### config.mk
export PLATFORM = sky130hd
export DESIGN_NAME = stream_loader_flat
export DESIGN_NICKNAME = d
export VERILOG_FILES = /design/src/rtl/stream_loader_if.sv /design/src/rtl/stream_loader.sv /design/src/flat_wrapper.sv
export SDC_FILE = /design/constraint.sdc
export NUM_CORES = 1
export LEC_CHECK = 0
export BUFFER_PORTS_ARGS = -buffer_cell sky130_fd_sc_hd__buf_2
export CAP_MARGIN = 30
export CORE_ASPECT_RATIO = 0.7
export CORE_UTILIZATION = 44
export CTS_CLUSTER_SIZE = 12
export DETAILED_ROUTE_END_ITERATION = 10
export PLACE_DENSITY = 0.78
export SETUP_SLACK_MARGIN = 0.4
export SLEW_MARGIN = 20
export SYNTH_ARGS = -nofsm -noshare
export SYNTH_HDL_FRONTEND = slang
export SYNTH_SLANG_ARGS = --single-unit
export TNS_END_PERCENT = 30
### constraint.sdc
create_clock -name clk -period 2.28 [get_ports clk]
set_clock_uncertainty 0.05 [all_clocks]
set_input_delay 0.684 -clock clk [delete_from_list [all_inputs] [get_ports clk]]
set_output_delay 0.684 -clock clk [all_outputs]
set_load 0.02 [all_outputs]
### src/rtl/stream_loader_if.sv
// Beat-stream input and memory write buses of the stream loader.
// The loader attaches to the slave modport and the stream source/memories to the master modport.
interface stream_loader_if #(
    parameter int IN_WIDTH   = 16,
    parameter int DATA_WIDTH = 32,
    parameter int ADDR_WIDTH = 16
) ();
    // A beat transfers on a rising clock edge where input_vld && input_rdy. input_vld may
    // rise regardless of input_rdy, and input_data must hold steady while input_vld is high
    // and the beat has not yet been accepted. Each *_wen is a one-cycle write strobe, with
    // its address and word valid in that same cycle.
    logic [IN_WIDTH-1:0]   input_data;
    logic                  input_vld;
    logic                  input_rdy;
    logic                  instr_wen;
    logic [ADDR_WIDTH-1:0] instr_wadr;
    logic [DATA_WIDTH-1:0] instr_wdata;
    logic                  data_wen;
    logic [ADDR_WIDTH-1:0] data_wadr;
    logic [DATA_WIDTH-1:0] data_wdata;

    modport slave (
        input  input_data,
        input  input_vld,
        output input_rdy,
        output instr_wen,
        output instr_wadr,
        output instr_wdata,
        output data_wen,
        output data_wadr,
        output data_wdata
    );

    modport master (
        output input_data,
        output input_vld,
        input  input_rdy,
        input  instr_wen,
        input  instr_wadr,
        input  instr_wdata,
        input  data_wen,
        input  data_wadr,
        input  data_wdata
    );
endinterface

### src/rtl/stream_loader.sv
// Parses the 16-bit input stream into config registers, instruction words and per-frame data words.
// Optional LOADER_RELOAD_EN adds a `reload` input that returns the loader to config parsing.
module stream_loader #(
    parameter int IN_WIDTH    = 16,
    parameter int DATA_WIDTH  = 32,
    parameter int ADDR_WIDTH  = 16,
    parameter int NUM_CONFIGS = 5
) (
    input  logic                  clk,
    input  logic                  rst_n,
    stream_loader_if.slave        bus,
    output logic [ADDR_WIDTH-1:0] instr_max_wadr,
    output logic [ADDR_WIDTH-1:0] input_max_wadr,
    output logic [ADDR_WIDTH-1:0] input_wadr_offset,
    output logic [ADDR_WIDTH-1:0] output_max_adr,
    output logic [ADDR_WIDTH-1:0] output_adr_offset,
    output logic                  start,
    input  logic                  done,
    output logic [7:0]            frame_cnt,
`ifdef LOADER_RELOAD_EN
    input  logic                  reload,
`endif
    output logic [1:0]            o_dbg_state
);

    localparam int CFG_IW = (NUM_CONFIGS > 1) ? $clog2(NUM_CONFIGS) : 1;

    typedef enum logic [1:0] {
        ST_CONFIG = 2'd0,
        ST_INSTR  = 2'd1,
        ST_DATA   = 2'd2,
        ST_RUN    = 2'd3
    } state_t;

    state_t                r_state;
    state_t                w_next_state;
    logic                  r_rdy;
    logic [CFG_IW-1:0]     r_cfg_idx;
    logic [ADDR_WIDTH-1:0] r_cfg [NUM_CONFIGS];
    logic                  r_half;
    logic [IN_WIDTH-1:0]   r_low;
    logic [ADDR_WIDTH-1:0] r_idx;
    logic                  r_instr_wen;
    logic [ADDR_WIDTH-1:0] r_instr_wadr;
    logic [DATA_WIDTH-1:0] r_instr_wdata;
    logic                  r_data_wen;
    logic [ADDR_WIDTH-1:0] r_data_wadr;
    logic [DATA_WIDTH-1:0] r_data_wdata;
    logic                  r_start;
    logic [7:0]            r_frame_cnt;

    logic                  w_reload;
    logic                  w_accept;
    logic                  w_cfg_last;
    logic                  w_word_done;
    logic                  w_instr_last;
    logic                  w_data_last;
    logic                  w_done_take;

`ifdef LOADER_RELOAD_EN
    assign w_reload = reload;
`else
    assign w_reload = 1'b0;
`endif

    assign w_accept     = bus.input_vld & r_rdy;
    assign w_cfg_last   = (r_cfg_idx == CFG_IW'(NUM_CONFIGS - 1));
    assign w_word_done  = w_accept & r_half & ((r_state == ST_INSTR) | (r_state == ST_DATA));
    assign w_instr_last = (r_idx == r_cfg[0]);
    assign w_data_last  = (r_idx == r_cfg[1]);
    // A done that lines up with the start pulse belongs to the previous frame and is dropped.
    assign w_done_take  = (r_state == ST_RUN) & done & ~r_start;

    always_ff @(posedge clk or negedge rst_n) begin
        if (!rst_n) begin
            r_state <= ST_CONFIG;
            r_rdy   <= 1'b0;
        end else begin
            r_state <= w_next_state;
            r_rdy   <= (w_next_state != ST_RUN);
        end
    end

    always_comb begin
        w_next_state = r_state;
        if (w_reload) begin
            w_next_state = ST_CONFIG;
        end else begin
            case (r_state)
                ST_CONFIG: if (w_accept && w_cfg_last)        w_next_state = ST_INSTR;
                ST_INSTR:  if (w_word_done && w_instr_last)   w_next_state = ST_DATA;
                ST_DATA:   if (w_word_done && w_data_last)    w_next_state = ST_RUN;
                ST_RUN:    if (w_done_take)                   w_next_state = ST_DATA;
                default:                                      w_next_state = ST_CONFIG;
            endcase
        end
    end

    always_ff @(posedge clk or negedge rst_n) begin
        if (!rst_n) begin
            r_cfg_idx     <= '0;
            for (int i = 0; i < NUM_CONFIGS; i++) r_cfg[i] <= '0;
            r_half        <= 1'b0;
            r_low         <= '0;
            r_idx         <= '0;
            r_instr_wen   <= 1'b0;
            r_instr_wadr  <= '0;
            r_instr_wdata <= '0;
            r_data_wen    <= 1'b0;
            r_data_wadr   <= '0;
            r_data_wdata  <= '0;
            r_start       <= 1'b0;
            r_frame_cnt   <= '0;
        end else begin
            r_instr_wen <= 1'b0;
            r_data_wen  <= 1'b0;
            r_start     <= 1'b0;
            if (w_reload) begin
                r_cfg_idx <= '0;
                r_half    <= 1'b0;
                r_low     <= '0;
                r_idx     <= '0;
            end else begin
                // Only the final write of a frame is seen while already in RUN.
                r_start <= r_data_wen & (r_state == ST_RUN);
                if (w_done_take) begin
                    r_frame_cnt <= r_frame_cnt + 8'd1;
                    r_idx       <= '0;
                    r_half      <= 1'b0;
                end
                if (w_accept) begin
                    case (r_state)
                        ST_CONFIG: begin
                            for (int i = 0; i < NUM_CONFIGS; i++) begin
                                if (r_cfg_idx == CFG_IW'(i)) r_cfg[i] <= bus.input_data;
                            end
                            r_cfg_idx <= w_cfg_last ? '0 : r_cfg_idx + CFG_IW'(1);
                        end
                        ST_INSTR: begin
                            r_half <= ~r_half;
                            if (!r_half) begin
                                r_low <= bus.input_data;
                            end else begin
                                r_instr_wen   <= 1'b1;
                                r_instr_wadr  <= r_idx;
                                r_instr_wdata <= {bus.input_data, r_low};
                                r_idx         <= w_instr_last ? '0 : r_idx + ADDR_WIDTH'(1);
                            end
                        end
                        ST_DATA: begin
                            r_half <= ~r_half;
                            if (!r_half) begin
                                r_low <= bus.input_data;
                            end else begin
                                r_data_wen   <= 1'b1;
                                r_data_wadr  <= r_cfg[2] + r_idx;
                                r_data_wdata <= {bus.input_data, r_low};
                                r_idx        <= w_data_last ? '0 : r_idx + ADDR_WIDTH'(1);
                            end
                        end
                        default: ;
                    endcase
                end
            end
        end
    end

    assign bus.input_rdy   = r_rdy;
    assign bus.instr_wen   = r_instr_wen;
    assign bus.instr_wadr  = r_instr_wadr;
    assign bus.instr_wdata = r_instr_wdata;
    assign bus.data_wen    = r_data_wen;
    assign bus.data_wadr   = r_data_wadr;
    assign bus.data_wdata  = r_data_wdata;

    assign instr_max_wadr    = r_cfg[0];
    assign input_max_wadr    = r_cfg[1];
    assign input_wadr_offset = r_cfg[2];
    assign output_max_adr    = r_cfg[3];
    assign output_adr_offset = r_cfg[4];

    assign start       = r_start;
    assign frame_cnt   = r_frame_cnt;
    assign o_dbg_state = r_state;

endmodule

### src/flat_wrapper.sv
// flat-port wrapper written by rule: the top's interface ports become plain ports
module stream_loader_flat 
#(
    parameter int IN_WIDTH    = 16,
    parameter int DATA_WIDTH  = 32,
    parameter int ADDR_WIDTH  = 16,
    parameter int NUM_CONFIGS = 5
)
  (clk, rst_n, instr_max_wadr, input_max_wadr, input_wadr_offset, output_max_adr, output_adr_offset, start, done, frame_cnt, o_dbg_state, bus_input_data, bus_input_vld, bus_input_rdy, bus_instr_wen, bus_instr_wadr, bus_instr_wdata, bus_data_wen, bus_data_wadr, bus_data_wdata);
  stream_loader_if #(.IN_WIDTH(IN_WIDTH), .DATA_WIDTH(DATA_WIDTH), .ADDR_WIDTH(ADDR_WIDTH)) bus_i ();
  input  logic clk;
  input  logic rst_n;
  output logic [ADDR_WIDTH-1:0] instr_max_wadr;
  output logic [ADDR_WIDTH-1:0] input_max_wadr;
  output logic [ADDR_WIDTH-1:0] input_wadr_offset;
  output logic [ADDR_WIDTH-1:0] output_max_adr;
  output logic [ADDR_WIDTH-1:0] output_adr_offset;
  output logic start;
  input  logic done;
  output logic [7:0] frame_cnt;
  output logic [1:0] o_dbg_state;
  input wire logic [$bits(bus_i.input_data)-1:0] bus_input_data;
  input wire logic [$bits(bus_i.input_vld)-1:0] bus_input_vld;
  output wire logic [$bits(bus_i.input_rdy)-1:0] bus_input_rdy;
  output wire logic [$bits(bus_i.instr_wen)-1:0] bus_instr_wen;
  output wire logic [$bits(bus_i.instr_wadr)-1:0] bus_instr_wadr;
  output wire logic [$bits(bus_i.instr_wdata)-1:0] bus_instr_wdata;
  output wire logic [$bits(bus_i.data_wen)-1:0] bus_data_wen;
  output wire logic [$bits(bus_i.data_wadr)-1:0] bus_data_wadr;
  output wire logic [$bits(bus_i.data_wdata)-1:0] bus_data_wdata;
  assign bus_i.input_data = bus_input_data;
  assign bus_i.input_vld = bus_input_vld;
  assign bus_input_rdy = bus_i.input_rdy;
  assign bus_instr_wen = bus_i.instr_wen;
  assign bus_instr_wadr = bus_i.instr_wadr;
  assign bus_instr_wdata = bus_i.instr_wdata;
  assign bus_data_wen = bus_i.data_wen;
  assign bus_data_wadr = bus_i.data_wadr;
  assign bus_data_wdata = bus_i.data_wdata;
  stream_loader #(.IN_WIDTH(IN_WIDTH), .DATA_WIDTH(DATA_WIDTH), .ADDR_WIDTH(ADDR_WIDTH), .NUM_CONFIGS(NUM_CONFIGS)) u_core (.clk(clk), .rst_n(rst_n), .bus(bus_i), .instr_max_wadr(instr_max_wadr), .input_max_wadr(input_max_wadr), .input_wadr_offset(input_wadr_offset), .output_max_adr(output_max_adr), .output_adr_offset(output_adr_offset), .start(start), .done(done), .frame_cnt(frame_cnt), .o_dbg_state(o_dbg_state));
endmodule
# Word-level counts from Yosys, hierarchy flattened
# Cells that the tools add are included.
# word_totals
reg_bits	226
in_bits	20
out_inout_bits	190
# op_classes
add_sub_neg	4
eq_ne	10
mux	21
bitwise_logic	9
n_reduce_logical	15
# ops
cell	n
16-bit 2-to-1 mux	6
16-bit equality test	2
16-bit one-hot mux with 2 select lines	1
3-bit AND reduction	8
16-bit by 1-bit adder with 16-bit output, second input constant	1
16-bit adder	1
8-bit by 1-bit adder with 8-bit output, second input constant	1
1-bit 2-to-1 mux	8
2-bit 2-to-1 mux	4
2-bit one-hot mux with 4 select lines	1
1-bit AND	6
3-bit by 2-bit equality test with 1-bit output, second input constant	2
2-bit equality test, second input constant	2
3-bit by 1-bit adder with 3-bit output, second input constant	1
3-bit by 1-bit equality test with 1-bit output, second input constant	1
3-bit equality test, second input constant	1
1-bit logical AND	3
3-bit logical NOT	1
3-bit 2-to-1 mux	1
2-bit by 1-bit equality test with 1-bit output, second input constant	1
2-bit logical NOT	1
2-bit != test, second input constant	1
1-bit NOT	2
2-bit AND reduction	1
2 further kinds	2

# Longest topological paths before layout
# depth
ltp_word	7
ltp_mapped	9

# Worst setup path before layout
# No wires, ideal clock.
# synth_timing
path_kind	in2reg
from	in bus_input_vld
to	reg u_core.r_cfg (netlist bit u_core.output_adr_offset[0])
setup_ns	0.125
t_arrival_ns	2.070
t_required_ns	2.105
slack_ns	0.035
path_stages	5
n_path_buf	2
path_cell_list	clkbuf_1 nand3_1 nor2_1 buf_2 mux2_2
# synth_between
elab_chain_len	2
# synth_lines
element	line_no	rtl
start: declaration	flat_wrapper.sv:23	input wire logic [$bits(bus_i.input_vld)-1:0] bus_input_vld;
1-bit AND	stream_loader.sv:66	assign w_accept = bus.input_vld & r_rdy;
3-bit AND reduction (no line)	-	
end signal: indexed assignment	stream_loader.sv:135	if (r_cfg_idx == CFG_IW'(i)) r_cfg[i] <= bus.input_data;
end: declaration	stream_loader.sv:39	logic [ADDR_WIDTH-1:0] r_cfg [NUM_CONFIGS];
# Every way passes these cells.
# A chain may end at the register's enable or synchronous reset.

# Worst setup path after layout
# layout_timing
from	reg u_core.r_idx[1]
to	reg u_core.r_idx[6]
# layout_between
elab_chain_len	5
elab_cells_between_ends	9
cone_classes	1 x add/sub; 2 x eq/ne; 6 x mux
# layout_lines
element	line_no	rtl
start: declaration	stream_loader.sv:42	logic [ADDR_WIDTH-1:0] r_idx;
start signal: assignment	stream_loader.sv:147	r_idx <= w_instr_last ? '0 : r_idx + ADDR_WIDTH'(1);
start signal: assignment	stream_loader.sv:158	r_idx <= w_data_last ? '0 : r_idx + ADDR_WIDTH'(1);
16-bit by 1-bit adder with 16-bit output, or another cell as far along	stream_loader.sv:147, stream_loader.sv:158	
16-bit 2-to-1 mux (on tied branches)	stream_loader.sv:158, stream_loader.sv:147	
16-bit 2-to-1 mux (on tied branches)	stream_loader.sv:152, stream_loader.sv:141	
16-bit one-hot mux with 2 select lines *	stream_loader.sv:132	case (r_state)
16-bit 2-to-1 mux *	stream_loader.sv:131	if (w_accept) begin
# Every way passes the cells marked *; elsewhere a longest branch is shown, timed or not.

==> metrics.md <==
| Metric | Value |
|---|---|
| Period Utilization, post-route | 0.974 |
| Die area | 23200 um^2 |
| Setup crit end | u_core.r_idx[6] |
| WL/cell | 20.6 um |
| Cts hold-fix bufs | 0 |
| Row cnt | 45 |
| Worst hold-check path type | primary input to asynchronous set/reset pin |
| Vias in the first global route | 7465 |
| Yosys Warn Count | 0 |
| Status | complete, no violations |
| Critical Path AT | 2.56 ns |
| Worst slew margin | 0.672 |
| Hpwl dp | 21.3 mm |
| CP Depth | 7 |
| Post-route ant nets | 0 |
| Ys flop type | dfrtp_1 |
| Critical-path top delay cell | dfrtp_2 |
| Max Cap Violations | 0 |
| Synth Cell Area | 9920 um^2 |
| Setup-failing EPs final | 0 |
| Total CTS buffers | 23 |
| Power density over the cells | 1220 nW/um^2 |
| Cell taking the most area after synthesis | dfrtp_1 |
| First-pass GRT wire length | 45.1 mm |
| Synthesized Nets | 971 |
| Synthesized instance count | 922 |
| CTS tree | built |
| Worst-margin pin slew | 0.492 ns |
| WP buf/inv | 0 |
| Vert. Die Dim | 128 um |
| Worst setup EP type | register |
| Worst reg2reg setup slack | 0.06 ns |
| Fin area | 12800 um^2 |
| Register bit count reported by yosys | 226 |
| VDD IR max | 0.799 mV |
| Grt total ovfl | 0 |
| CP Class | register to register |
| Sink Count | 226 |
| RePlAce Congestion | 0.955 |
| Reg2reg end | u_core.r_idx[6] |
| Starting density of the core | 0.453 |
| Yosys cell types | 43 |
| Clk_lat worst skew | 0.51 ns |
| Syn Area/Cell | 10.8 um^2 |
| Die Wd | 181 um |
| Worst setup startpoint | u_core.r_idx[1] |
| Io pins | 210 |
| Post-synth ARST share | 1.00 |
| Hold Slack | 0.0681 ns |
| Synth top area share | 0.570 |
| Ant diodes | 0 |
| Vias per inst | 5.41 |
| RSZ-0062 raised after global routing | yes |
| Initial detailed-routing violation count | 665 |
| Pre-antenna DRT Iters | 5 |
| P_leak | 6.65 nW |
| # port buffers | 209 |
| DRC | 0 |
| Sequential cell area fraction in the yosys report | 0.570 |
| RR Startpoint | u_core.r_idx[1] |
| Clock H-tree levels | 1 |
| Synth area leaders | dfrtp_1, mux2_2, nand2_1, ha_1, xor2_1 |
| Worst-path fanout max | 8 |
| Peak Freq | 450 MHz |
| Total Wirelength | 30.2 mm |
| Max Transition Viols Final | 0 |
| Worst EP required | 2.62 ns |
| Initial antenna violation count | 1 |
| Cells on worst reg2reg path | 7 |
| Root Driver | clkbuf_16 |
| Largest net degree at the start of global routing | 63 |
| Total global-route track usage | 0.258 |
| Top delay family on crit path | simple AND/OR/NAND/NOR gates |
| Worst-case clock buffer depth | 3 |
| Via count | 7941 |
| Share of cells above drive strength 1 | 0.405 |
| Filler cells | 1855 |
| Number of synthesized flops with an enable pin | 0 |
| Period minus WS final | 2.22 ns |
| Area grow syn2layout | 29.1% |
| Largest stage delay on the critical path | 0.48 ns |
| Layout Utilization | 0.585 |
| Startpoint types | register |
| Clock transition at path regs | 0.06 ns |
| CP Cell Sequence | xor2_1 -> nor4_2 -> nand4_1 -> a22oi_4 -> nor2_4 -> a21o_1 -> a22o_1 |
| DP Area | 11700 um^2 |
| Core area | 21900 um^2 |
| Final Hold Viols | 0 |
| Setup Total Neg Slack | 0 ns |
| Nets | 1227 |
logic make-up (layout without fill, tap and decap cells):
kind of cell | Yosys count | in the layout | share of synthesized area
compound gates | 93 | 93 | 0.0572
simple gates | 367 | 368 | 0.154
fa+ha+maj | 29 | 29 | 0.0373
mux | 96 | 96 | 0.109
buf+inv | 58 | 321 | 0.0261
flops | 226 | 226 | 0.570
xor+xnor | 53 | 53 | 0.0468
placed cells by master, fill, tap and decap left out, types with 11 or more instances in the layout:
master / netlist / final
xnor2_1: 13 / 12
nand2_1: 282 / 277
nor2_1: 22 / 20
nand4_1: 11 / 11
buf_2: 12 / 208
a21oi_2: 0 / 14
a31oi_1: 13 / 12
buf_4: 1 / 56
ha_1: 28 / 16
a21oi_1: 27 / 13
o21ai_1: 2 / 12
o21ai_0: 27 / 16
clkbuf_16: 0 / 23
xor2_1: 40 / 39
mux2_2: 96 / 96
dfrtp_2: 0 / 16
dfrtp_1: 226 / 210
power by group:
group | internal [mW] | switching [mW] | total [mW]
Combinational | 2.42 | 3.47 | 5.89
Clock | 1.95 | 1.50 | 3.46
Sequential | 5.22 | 1.04 | 6.26
what timing repair did:
action                                 CTS  global route
gates cloned                             1             0
pin swaps                               24            28
endpoints found under the hold margin    0             0
setup buffers                           10            14
setup endpoints to repair              119           184
gates resized for setup                 35            31
cell usage after synthesis (all sizes together) (10+ instances only):
cell    number
nand2      282
dfrtp      226
mux2        96
xor2        40
o21ai       29
clkbuf      28
ha          28
a21oi       27
nor2        23
buf         18
a31oi       13
xnor2       13
inv         11
nand4       11
nor4        10
routing by layer:
| layer | GRT usage | vias to the layer above | part of all wire |
|---|---|---|---|
| li1 | - | 3592 | - |
| met1 | 0.393 | 3957 | 0.47 |
| met2 | 0.364 | 343 | 0.42 |
| met3 | 0.0650 | 47 | 0.083 |
| met4 | 0.0628 | 2 | 0.022 |
| met5 | 0 | - | 0.00033 |
metrics by stage:
| stage | worst slack (ns) | std cells | power, mW |
|---|---|---|---|
| 6_report | 0.0587 | 1468 | 15.6 |
| 5_1_grt | 0.00249 | 1468 | 16.3 |
| 4_1_cts | 0.124 | 1454 | 15.4 |
| 3_5_place_dp | 0.00630 | 1410 | 11.8 |
| 3_3_place_gp | 0.0293 | 1410 | 11.6 |
| 2_1_floorplan | 0.219 | 922 | 9.61 |
final cells by class:
type | instances | area [um^2] | share of cell area
clock buffer | 32 | 649 | 0.0507
sequential | 226 | 5680 | 0.443
tap | 282 | 353 | 0.0275
clock inverter | 1 | 5.00 | 0.000391
inverter | 12 | 46.3 | 0.00361
multi-input combinational | 639 | 4410 | 0.344
timing repair buffer | 276 | 1670 | 0.130
how the worst min path moves through the flow:
stage	depth (start not counted)	endpoint	from	slack, ns
floorplan	0	u_core.bus.data_wadr[0]	rst_n	0.34
global placement	2	u_core.bus.data_wdata[20]	u_core.bus.data_wdata[20]	0.40
detailed placement	2	u_core.bus.instr_wadr[14]	u_core.bus.instr_wadr[14]	0.41
CTS	1	u_core.bus.data_wadr[7]	rst_n	0.08
global route	1	u_core.bus.data_wadr[7]	rst_n	0.09
finish	1	u_core.bus.data_wadr[7]	rst_n	0.07
(Power assumes the default switching activity.)
